[config.mk]
export PLATFORM = sky130hd
export DESIGN_NAME = hand_reg_bank
export DESIGN_NICKNAME = d
export VERILOG_FILES = /design/src/rtl/baccarat_pkg.sv /design/src/rtl/card_slot_reg.sv /design/src/rtl/hand_reg_bank.sv
export SDC_FILE = /design/constraint.sdc
export NUM_CORES = 1
export LEC_CHECK = 0
export ABC_AREA = 1
export CORE_UTILIZATION = 52
export CTS_CLUSTER_DIAMETER = 80
export DETAILED_ROUTE_END_ITERATION = 8
export PLACE_DENSITY_LB_ADDON = 0.1
export SLEW_MARGIN = 10
export SYNTH_ARGS = -nofsm -noshare
export SYNTH_HDL_FRONTEND = slang
export SYNTH_SLANG_ARGS = --single-unit
[constraint.sdc]
create_clock -name slow_clock -period 4.9 [get_ports slow_clock]
set_input_delay 0.98 -clock slow_clock [delete_from_list [all_inputs] [get_ports slow_clock]]
set_output_delay 0.98 -clock slow_clock [all_outputs]
set_load 0.05 [all_outputs]
[src/rtl/baccarat_pkg.sv]
// Shared baccarat card helpers: legal code range, card value lookup and
// modulo-10 score accumulation.
package baccarat_pkg;

    localparam int unsigned CARD_MIN = 1;
    localparam int unsigned CARD_MAX = 13;
    localparam int unsigned FACE_MIN = 10;

    function automatic logic card_legal(input logic [31:0] code);
        return (code >= CARD_MIN) && (code <= CARD_MAX);
    endfunction

    // Tens and face cards count zero; illegal codes also map to zero so the
    // caller can gate on card_legal separately.
    function automatic logic [3:0] card_value(input logic [31:0] code);
        logic [3:0] val;
        val = 4'd0;
        if (card_legal(code) && (code < FACE_MIN))
            val = code[3:0];
        return val;
    endfunction

    function automatic logic [3:0] mod10_add(input logic [3:0] a, input logic [3:0] b);
        logic [4:0] sum;
        sum = {1'b0, a} + {1'b0, b};
        if (sum >= 5'd10)
            sum = sum - 5'd10;
        return sum[3:0];
    endfunction

endpackage

[src/rtl/card_slot_reg.sv]
// One card slot: CARD_W register with load enable and synchronous clear.
module card_slot_reg #(
    parameter int CARD_W = 4
) (
    input  logic              clk_i,
    input  logic              rst_i,
    input  logic              load_i,
    input  logic              clr_i,
    input  logic [CARD_W-1:0] card_i,
    output logic [CARD_W-1:0] card_o
);

    logic [CARD_W-1:0] card_q;
    logic [CARD_W-1:0] card_d;

    always_comb begin
        card_d = card_q;
        if (clr_i)
            card_d = '0;
        else if (load_i)
            card_d = card_i;
    end

    always_ff @(posedge clk_i or posedge rst_i) begin
        if (rst_i)
            card_q <= '0;
        else
            card_q <= card_d;
    end

    assign card_o = card_q;

endmodule

[src/rtl/hand_reg_bank.sv]
// Baccarat hand register bank: appends cards into slots, keeps count, score
// and sticky status. Optional `natural` output under macro HAND_NATURAL_EN.
module hand_reg_bank
    import baccarat_pkg::*;
#(
    parameter int NUM_CARDS = 3,
    parameter int CARD_W    = 4,
    localparam int CNT_W    = $clog2(NUM_CARDS + 1)
) (
    input  logic                        slow_clock,
    input  logic                        reset,
    input  logic [CARD_W-1:0]           new_card,
    input  logic                        load_card,
    input  logic                        clear_hand,
    output logic [NUM_CARDS*CARD_W-1:0] cards,
    output logic [CNT_W-1:0]            card_count,
    output logic                        hand_full,
    output logic [3:0]                  score,
    output logic                        card_loaded,
    output logic                        overflow,
    output logic                        bad_card
`ifdef HAND_NATURAL_EN
    ,
    output logic                        natural
`endif
);

    logic [CNT_W-1:0] count_q, count_d;
    logic [3:0]       score_q, score_d;
    logic             loaded_q, loaded_d;
    logic             overflow_q, overflow_d;
    logic             bad_q, bad_d;

    logic             full;
    logic             legal;
    logic             load_live;
    logic             accepted_load;
    logic [3:0]       value;

    assign full          = (count_q == CNT_W'(NUM_CARDS));
    assign legal         = card_legal(32'(new_card));
    assign value         = card_value(32'(new_card));
    // A load coinciding with clear_hand is dropped entirely, flags included.
    assign load_live     = load_card && !clear_hand;
    assign accepted_load = load_live && !full && legal;

    always_comb begin
        count_d    = count_q;
        score_d    = score_q;
        loaded_d   = 1'b0;
        overflow_d = overflow_q;
        bad_d      = bad_q;
        if (clear_hand) begin
            count_d    = '0;
            score_d    = 4'd0;
            overflow_d = 1'b0;
            bad_d      = 1'b0;
        end else begin
            if (accepted_load) begin
                count_d  = count_q + CNT_W'(1);
                score_d  = mod10_add(score_q, value);
                loaded_d = 1'b1;
            end
            if (load_live && full)
                overflow_d = 1'b1;
            if (load_live && !legal)
                bad_d = 1'b1;
        end
    end

    always_ff @(posedge slow_clock or posedge reset) begin
        if (reset) begin
            count_q    <= '0;
            score_q    <= 4'd0;
            loaded_q   <= 1'b0;
            overflow_q <= 1'b0;
            bad_q      <= 1'b0;
        end else begin
            count_q    <= count_d;
            score_q    <= score_d;
            loaded_q   <= loaded_d;
            overflow_q <= overflow_d;
            bad_q      <= bad_d;
        end
    end

    // Write pointer is the card count, so slots fill strictly in deal order.
    for (genvar k = 0; k < NUM_CARDS; k++) begin : g_slot
        card_slot_reg #(
            .CARD_W (CARD_W)
        ) u_slot (
            .clk_i  (slow_clock),
            .rst_i  (reset),
            .load_i (accepted_load && (count_q == CNT_W'(k))),
            .clr_i  (clear_hand),
            .card_i (new_card),
            .card_o (cards[k*CARD_W +: CARD_W])
        );
    end

`ifdef HAND_NATURAL_EN
    logic natural_q, natural_d;

    always_comb begin
        natural_d = natural_q;
        if (clear_hand)
            natural_d = 1'b0;
        else if (accepted_load)
            natural_d = (count_q == CNT_W'(1)) && (score_d >= 4'd8);
    end

    always_ff @(posedge slow_clock or posedge reset) begin
        if (reset)
            natural_q <= 1'b0;
        else
            natural_q <= natural_d;
    end

    assign natural = natural_q;
`endif

    assign card_count  = count_q;
    assign hand_full   = full;
    assign score       = score_q;
    assign card_loaded = loaded_q;
    assign overflow    = overflow_q;
    assign bad_card    = bad_q;

endmodule
# Yosys cells after proc, flatten, opt, wreduce, memory -nomap -nowiden
# Cells that the tools add are included.
# word_totals
inputBits	8
mem_bits_ro	0
reg_bits	21
latch_bits	0
ramBits	0
output_inout_bits	22
n_memories	0
# classes
mux	18
n_div	0
reduce_logical	20
bitwise_logic	0
n_addsub	3
n_eq_ne	3
shift	0
n_mul	0
n_lt_le_gt_ge	4
# ops
operator	count
4-bit two-way mux	10
2-bit nonzero test	6
1-bit logical AND	10
1-bit two-way mux	6
4-bit by 4-bit adder with 5-bit output	1
5-bit by 4-bit >= comparator with 1-bit output (second input constant)	1
2-bit == test (second input constant)	2
4-bit by 1-bit >= comparator with 1-bit output (second input constant)	1
4-bit less-or-equal comparator (second input constant)	1
4-bit < comparator (second input constant)	1
2-bit two-way mux	2
4-bit subtractor (second input constant)	1
1-bit zero test	3
2-bit by 1-bit adder with 2-bit output (second input constant)	1
2-bit by 1-bit == test with 1-bit output (second input constant)	1
2-bit zero test	1

# Longest topological paths before layout
# Gate-level depths: netlist of run 1.
# depth
word_depth	9
mapped_depth	16
ltp_nobuf	16

# Hierarchy
# Synthesis of run 1 repeated with hierarchy kept, for this count alone.
# hier_totals
cells_unflattened	154
area_unflattened_um2	1217.4
# by_module_without_submodules
module	cells_per_inst	seq_area_each_um2	area_per_inst_um2	n_inst
hand_reg_bank	97	225.2	725.7	1
card_slot_reg	19	100.1	163.9	3

# Worst setup path after synthesis of run 1
# No wires, ideal clock.
# synth_timing
kind	input to register
from	input port new_card[1]
to	register score_q[3], in the netlist score[3]
setup_time_ns	0.118
path_buffers	0
slack_ns	1.954
path_stages	13
arrival_ns	2.828
cell_sequence	nor2_2 > nand3_2 > o21ai_0 > nor2_1 > ha_1 > fa_1 > inv_1 > nand2_1 > and2_1 > ha_1 > or2_2 > nand3_1 > nand2_1
# synth_between
elab_chain_len	9
word_cells_on_any_way	14
# synth_rtl
element	line_no	source
start, declared	hand_reg_bank.sv:12	input logic [CARD_W-1:0] new_card,
4-bit by 1-bit >= comparator with 1-bit output or 4-bit less-or-equal comparator (tied branches)	baccarat_pkg.sv:10	return (code >= CARD_MIN) && (code <= CARD_MAX);
1-bit logical AND	baccarat_pkg.sv:10	
1-bit logical AND	baccarat_pkg.sv:18	if (card_legal(code) && (code < FACE_MIN))
4-bit two-way mux	baccarat_pkg.sv:18	
4-bit by 4-bit adder with 5-bit output	baccarat_pkg.sv:25	sum = {1'b0, a} + {1'b0, b};
4-bit subtractor or 5-bit by 4-bit >= comparator with 1-bit output (tied branches)	baccarat_pkg.sv:27, baccarat_pkg.sv:26	
4-bit two-way mux	baccarat_pkg.sv:26	if (sum >= 5'd10)
4-bit two-way mux	hand_reg_bank.sv:59	if (accepted_load) begin
4-bit two-way mux	hand_reg_bank.sv:53	if (clear_hand) begin
end signal, assigned	hand_reg_bank.sv:80	score_q <= score_d;
end, declared	hand_reg_bank.sv:29	logic [3:0] score_q, score_d;
# Several ways; a longest one is shown, not always the timed one. The select of a mux whose other input is x is not followed.
# A chain may end at the register's enable or synchronous reset.

# Worst setup path after layout of run 1
# layout_timing
from	input port new_card[1]
to	register score_q[1], in the netlist score[1]
# The elaborated chain is that of the path after synthesis.

==> qor.yml, run 1 <==
grt_overflow: 0
diodes: 0
required_ns: 5.11
final_common_cell: "nand2_1"
worst-r2r-cell-count: 12
routed_wl_um: 2680
drive_gt1_share_pct: 6.86
grt_setup_unrepaired: "no"
synth.cell_area_mm2: 0.00121
place_ws_ns: 1.09
end_kind: "flip-flop"
ir_worst_vdd_mv: 0.263
cts_resized: 0
routed_via_density: 5.40
min_path_type: "flip-flop to flip-flop"
cts_buffers: 3
drv_cap: 0
final_cell_mix: "nand2_1, clkdlybuf4s50_1, nand3_1, dfrtp_1"
finalHoldViolations: 0
wl_per_cell_um: 13.2
ys_ff_latch: 21
worstMarginPinSlew_ns: 0.822
dieArea_mm2: 0.00253
ioPinCount: 30
min_period_ns: 3.51
p_leak_nw: 0.791
syn_avg_cell_area_um2: 8.30
num_rows: 17
pwr_density_cell_mw_per_mm2: 312
grt_usage_pct: 24.2
whs_ns: 0.509
clkLatencyLatePin_ns: 0.32
synth_warnings: 0
synthCells: 146
cts_tree: "done"
setup_viol: 0
die-height_um: 50.3
dr.first_iter.drc_count: 26
syn-num-nets: 164
status: "complete, no violations"
fin_crit_sh_pct: 71.5
coreArea_mm2: 0.00221
port_buffers: 29
drc_errors: 0
ys_types: 22
fp.dieW_um: 50.3
slew_violations: 0
drtPass1Iterations: 4
postCtsSetupBuffers: 0
grt_pass1_wl_um: 4470
syn2layout_area_growth_pct: 26.7
timing.fmax_mhz: 285
critPathKind: "input port to flip-flop"
gp_congestion: 0.884
path_max_fanout: 6
setup-tns-final_ns: 0
nets: 194
antenna_found_initial: 0
clock-sinks: 21
dp_hpwl_um: 2000
detail-route-antenna-nets: 0
synth-seq-area-share_pct: 43.4
h-tree-depth: 1
crit_arrival_ns: 3.71
startpoint_type: "input port"
initial_core_util_pct: 54.8
vias: 1097
cts_hold_buf: 0
hold_depth: 2
clock_path_buffers: 2
worst_slack_ns: 1.39
relSlewSlack_pct: 45.0
fin_skew_ns: 0.0173
ctsRootBufferMaster: "clkbuf_4"
grt_max_degree: 28
clk_pin_slew_ns: 0.13
grt_pass1_vias: 991
==> critical path: stages <==
cell and delay (ns):
clkdlybuf4s50_1 0.62, nor2_2 0.09, o21ai_0 0.35, nor2_1 0.09
ha_1 0.23, fa_1 0.39, inv_1 0.08, nand2_1 0.07
and2_1 0.16, ha_1 0.20, nand2_1 0.09, nand3_1 0.10
nand2_1 0.10, nand2_1 0.06, nand3_1 0.06, nand2_1 0.05
==> registers in the layout (all words and copies together), names as in the netlist <==
register              count
overflow                  1
card_count                2
score                     4
g_slot.u_slot.card_o     12
card_loaded               1
bad_card                  1
==> path summary, 6_finish.rpt <==
path                       slack [ns]         from                    endpoint
max                              1.39  new_card[1]                    score[1]
min                              0.51     overflow                    overflow
max reg2reg                      2.77     score[0]                    score[1]
min reg2reg                      0.51     overflow                    overflow
max in group asynchronous        3.28        reset                    score[1]
min in group asynchronous        1.10        reset  g_slot[1].u_slot.card_o[3]
==> metal layers <==
metal	wire length (um)	track usage, %	share of wire (%)	vias up
met5	0	0	0	-
met4	47	11.4	1.8	0
met3	129	3.03	4.8	6
met2	1340	40.0	50	34
met1	1160	31.2	43	510
li1	-	-	-	547
==> logic make-up (layout without fill, tap and decap cells) <==
| logic type | count (synthesis) | after routing | synth area share (%) |
|---|---|---|---|
| AOI/OAI and AO/OA | 8 | 8 | 3.31 |
| and+or+nand+nor | 89 | 89 | 35.5 |
| adders and majority gates | 10 | 10 | 11.0 |
| DFF | 21 | 21 | 43.4 |
| buffers and inverters | 18 | 47 | 6.82 |
==> cell usage after synthesis, drive strengths merged <==
master,number,area (um2)
a21oi,3,15.0
nand2,40,160
dfrtp,21,526
ha,9,113
clkbuf,1,3.75
nand3,25,130
and2,1,6.26
o21ai,5,25.0
nor2,9,36.3
fa,1,20.0
inv,14,52.6
nand4,12,75.1
buf,3,26.3
nor3,1,16.3
or2,1,6.26
==> metrics by stage <==
stage	total power, W	util, %	instances	instance area (um2)
finish	0.000478	69.3	203	1530
detailed placement	0.000393	68.1	199	1510
global placement	0.000386	68.1	199	1510
floorplan	0.000336	-	146	1210
CTS	0.000481	69.3	203	1530
global route	0.000505	69.3	203	1530
==> power by group <==
group | internal (W) | switching, W | total [W]
Combinational | 0.0000664 | 0.000129 | 0.000195
Clock | 0.0000305 | 0.0000551 | 0.0000856
Sequential | 0.000186 | 0.0000119 | 0.000197
==> area by class of cell <==
class,count,area [um2]
sequential,21,526
fill,190,678
timing repair buffer,29,290
tap,28,35.0
multi-input combinational,107,603
inverter,14,52.6
clock inverter,1,5.00
clock buffer,3,22.5
Note: power is estimated with default switching activity, not from simulation.
==> run 2, diff against run 1 <==
- CORE_UTILIZATION: 52 -> 43
- clock period: 4.9 -> 3.2 ns (I/O delays scaled with it)
==> qor.yml, run 2 (same netlist as run 1, synthesis figures left out) <==
required_ns: 3.40  # -1.71 ns
drc_errors: 0  # unchanged
drive_gt1_share_pct: 10.4  # +3.6 points
final_common_cell: "nand2_1"
clk_pin_slew_ns: 0.13  # about the same
relSlewSlack_pct: 46.5  # +1.4 points
num_rows: 18  # +1
worstMarginPinSlew_ns: 0.802  # -0.0196 ns
syn2layout_area_growth_pct: 31.2
startpoint_type: "input port"
cts_hold_buf: 0  # unchanged
routed_via_density: 5.25  # -2.8%
drv_cap: 0  # unchanged
finalHoldViolations: 0  # unchanged
vias: 1113  # +1.5%
timing.fmax_mhz: 346
h-tree-depth: 1  # unchanged
seqPwrFrac_pct: 41.2  # about the same
largest_register_ffs: 12  # unchanged
grt_pass1_vias: 1028  # +3.7%
drtPass1Iterations: 4  # unchanged
gp_congestion: 0.881  # -0.35%
fin_skew_ns: 0.00995  # -0.00731 ns
dr.first_iter.drc_count: 18  # -31%
grt_pass1_wl_um: 4330  # -3.2%
dieArea_mm2: 0.00303  # +20%
min_period_ns: 2.89
p_clk_share_pct: 17.8  # about the same
diodes: 0  # unchanged
p_leak_nw: 0.825  # +4.3%
dp_hpwl_um: 2060  # +3.0%
initial_core_util_pct: 47.2  # -7.6 points
whs_ns: 0.504  # -0.00500 ns
critPathKind: "input port to flip-flop"
r2r_end: "score[1]"
switching_share_pct: 40.2  # -0.71 points
detail-route-antenna-nets: 0  # unchanged
status: "complete, no violations"
rr_startpoint: "score[0]"
cts_tree: "done"
hold_path_startpoint: "overflow"
crit_arrival_ns: 3.09  # -0.62 ns
ioPinCount: 30  # unchanged
grt_usage_pct: 20.5  # -3.7 points
clkLatencyLatePin_ns: 0.31  # about the same
port_buffers: 29  # unchanged
r2r_slack_ns: 1.07  # -1.70 ns
final_cell_mix: "nand2_1, clkdlybuf4s50_1, nand3_1, dfrtp_1"
min_to: "overflow"
cts_buffers: 3  # unchanged
slew_violations: 0  # unchanged
p_switching_w: 0.000294  # +50%
internal_power_w: 0.000437  # +55%
cts_resized: 0  # unchanged
coreArea_mm2: 0.00257  # +16%
path_max_fanout: 3  # -3
postCtsSetupBuffers: 0  # unchanged
fp.dieW_um: 55.1  # +9.6%
routed_wl_um: 2690  # about the same
antenna_found_initial: 0  # unchanged
die-height_um: 55.1  # +9.6%
pwr_density_cell_mw_per_mm2: 460  # +48%
power_frac_comb_pct: 40.9  # about the same
ir_worst_vdd_mv: 0.326  # +24%
hold_depth: 2  # unchanged
setup-tns-final_ns: 0  # unchanged
fin_crit_sh_pct: 90.2
nets: 201  # +3.6%
clock-sinks: 21  # unchanged
setup_viol: 0  # unchanged
ctsRootBufferMaster: "clkbuf_4"
end_kind: "flip-flop"
min_path_type: "flip-flop to flip-flop"
clock_path_buffers: 2  # unchanged
wl_per_cell_um: 12.7  # -4.2%
grt_max_degree: 27  # -3.6%
grt_setup_unrepaired: "no"
worst-r2r-cell-count: 12  # unchanged
grt_overflow: 0  # unchanged
## run 2: stage by stage
stage	area [um2]	setup WS [ns]	instances	utilization (%)	power (W)
2_1_floorplan	1210	0.594	146	-	0.000514
3_3_place_gp	1560	0.0962	208	60.8	0.000597
3_5_place_dp	1560	0.00335	208	60.8	0.000605
4_1_cts	1590	0.323	212	61.9	0.000737
5_1_grt	1590	0.144	212	61.9	0.000784
6_report	1590	0.314	212	61.9	0.000732
## run 2: power by group through the flow
stage / sequential (W) / combinational, W / clock [W]
4_1_cts: 0.000302 / 0.000300 / 0.000135
3_3_place_gp: 0.000307 / 0.000290 / 0
6_report: 0.000302 / 0.000299 / 0.000131
5_1_grt: 0.000306 / 0.000333 / 0.000146
3_5_place_dp: 0.000307 / 0.000298 / 0
2_1_floorplan: 0.000372 / 0.000143 / 0
## run 2: area by class of cell
cell class / count / area (um2)
multi-input combinational: 107 / 603
clock buffer: 3 / 22.5
tap: 30 / 37.5
timing repair buffer: 36 / 343
inverter: 14 / 52.6
fill: 240 / 978
clock inverter: 1 / 5.00
sequential: 21 / 526
## run 2: worst max path at each step
stage                      from  endpoint  slack, ns  cells after the start
finish              new_card[3]  score[1]       0.31                     16
detailed placement  new_card[3]  score[1]      0.003                     16
global placement    new_card[3]  score[3]        0.1                     13
global route        new_card[1]  score[1]       0.14                     17
CTS                 new_card[3]  score[1]       0.32                     16
floorplan           new_card[1]  score[3]       0.59                     13
## run 2: critical path, cell delays in order
cell and delay (ns):
clkdlybuf4s50_1 0.51, inv_2 0.06, o21ai_0 0.22, nor2_1 0.08, ha_1 0.22, fa_1 0.40, inv_1 0.08, nand2_1 0.06
and2_1 0.15, ha_1 0.20, nand2_1 0.07, nand3_1 0.11, nand2_1 0.10, nand2_1 0.05, nand3_1 0.08, nand2_1 0.05
## run 2: metal layers
| layer | vias to the layer above | GRT usage, % | wire [um] |
|---|---|---|---|
| met4 | 0 | 8.75 | 27 |
| met5 | - | 0 | 0 |
| li1 | 561 | - | - |
| met2 | 31 | 33.1 | 1220 |
| met3 | 4 | 2.46 | 131 |
| met1 | 517 | 27.6 | 1300 |
==> run 3, diff against run 2 <==
- SKIP_LAST_GASP: unset -> 1
==> results of run 3 <==
Final layout, timing and power as in run 2 (identical DEF).
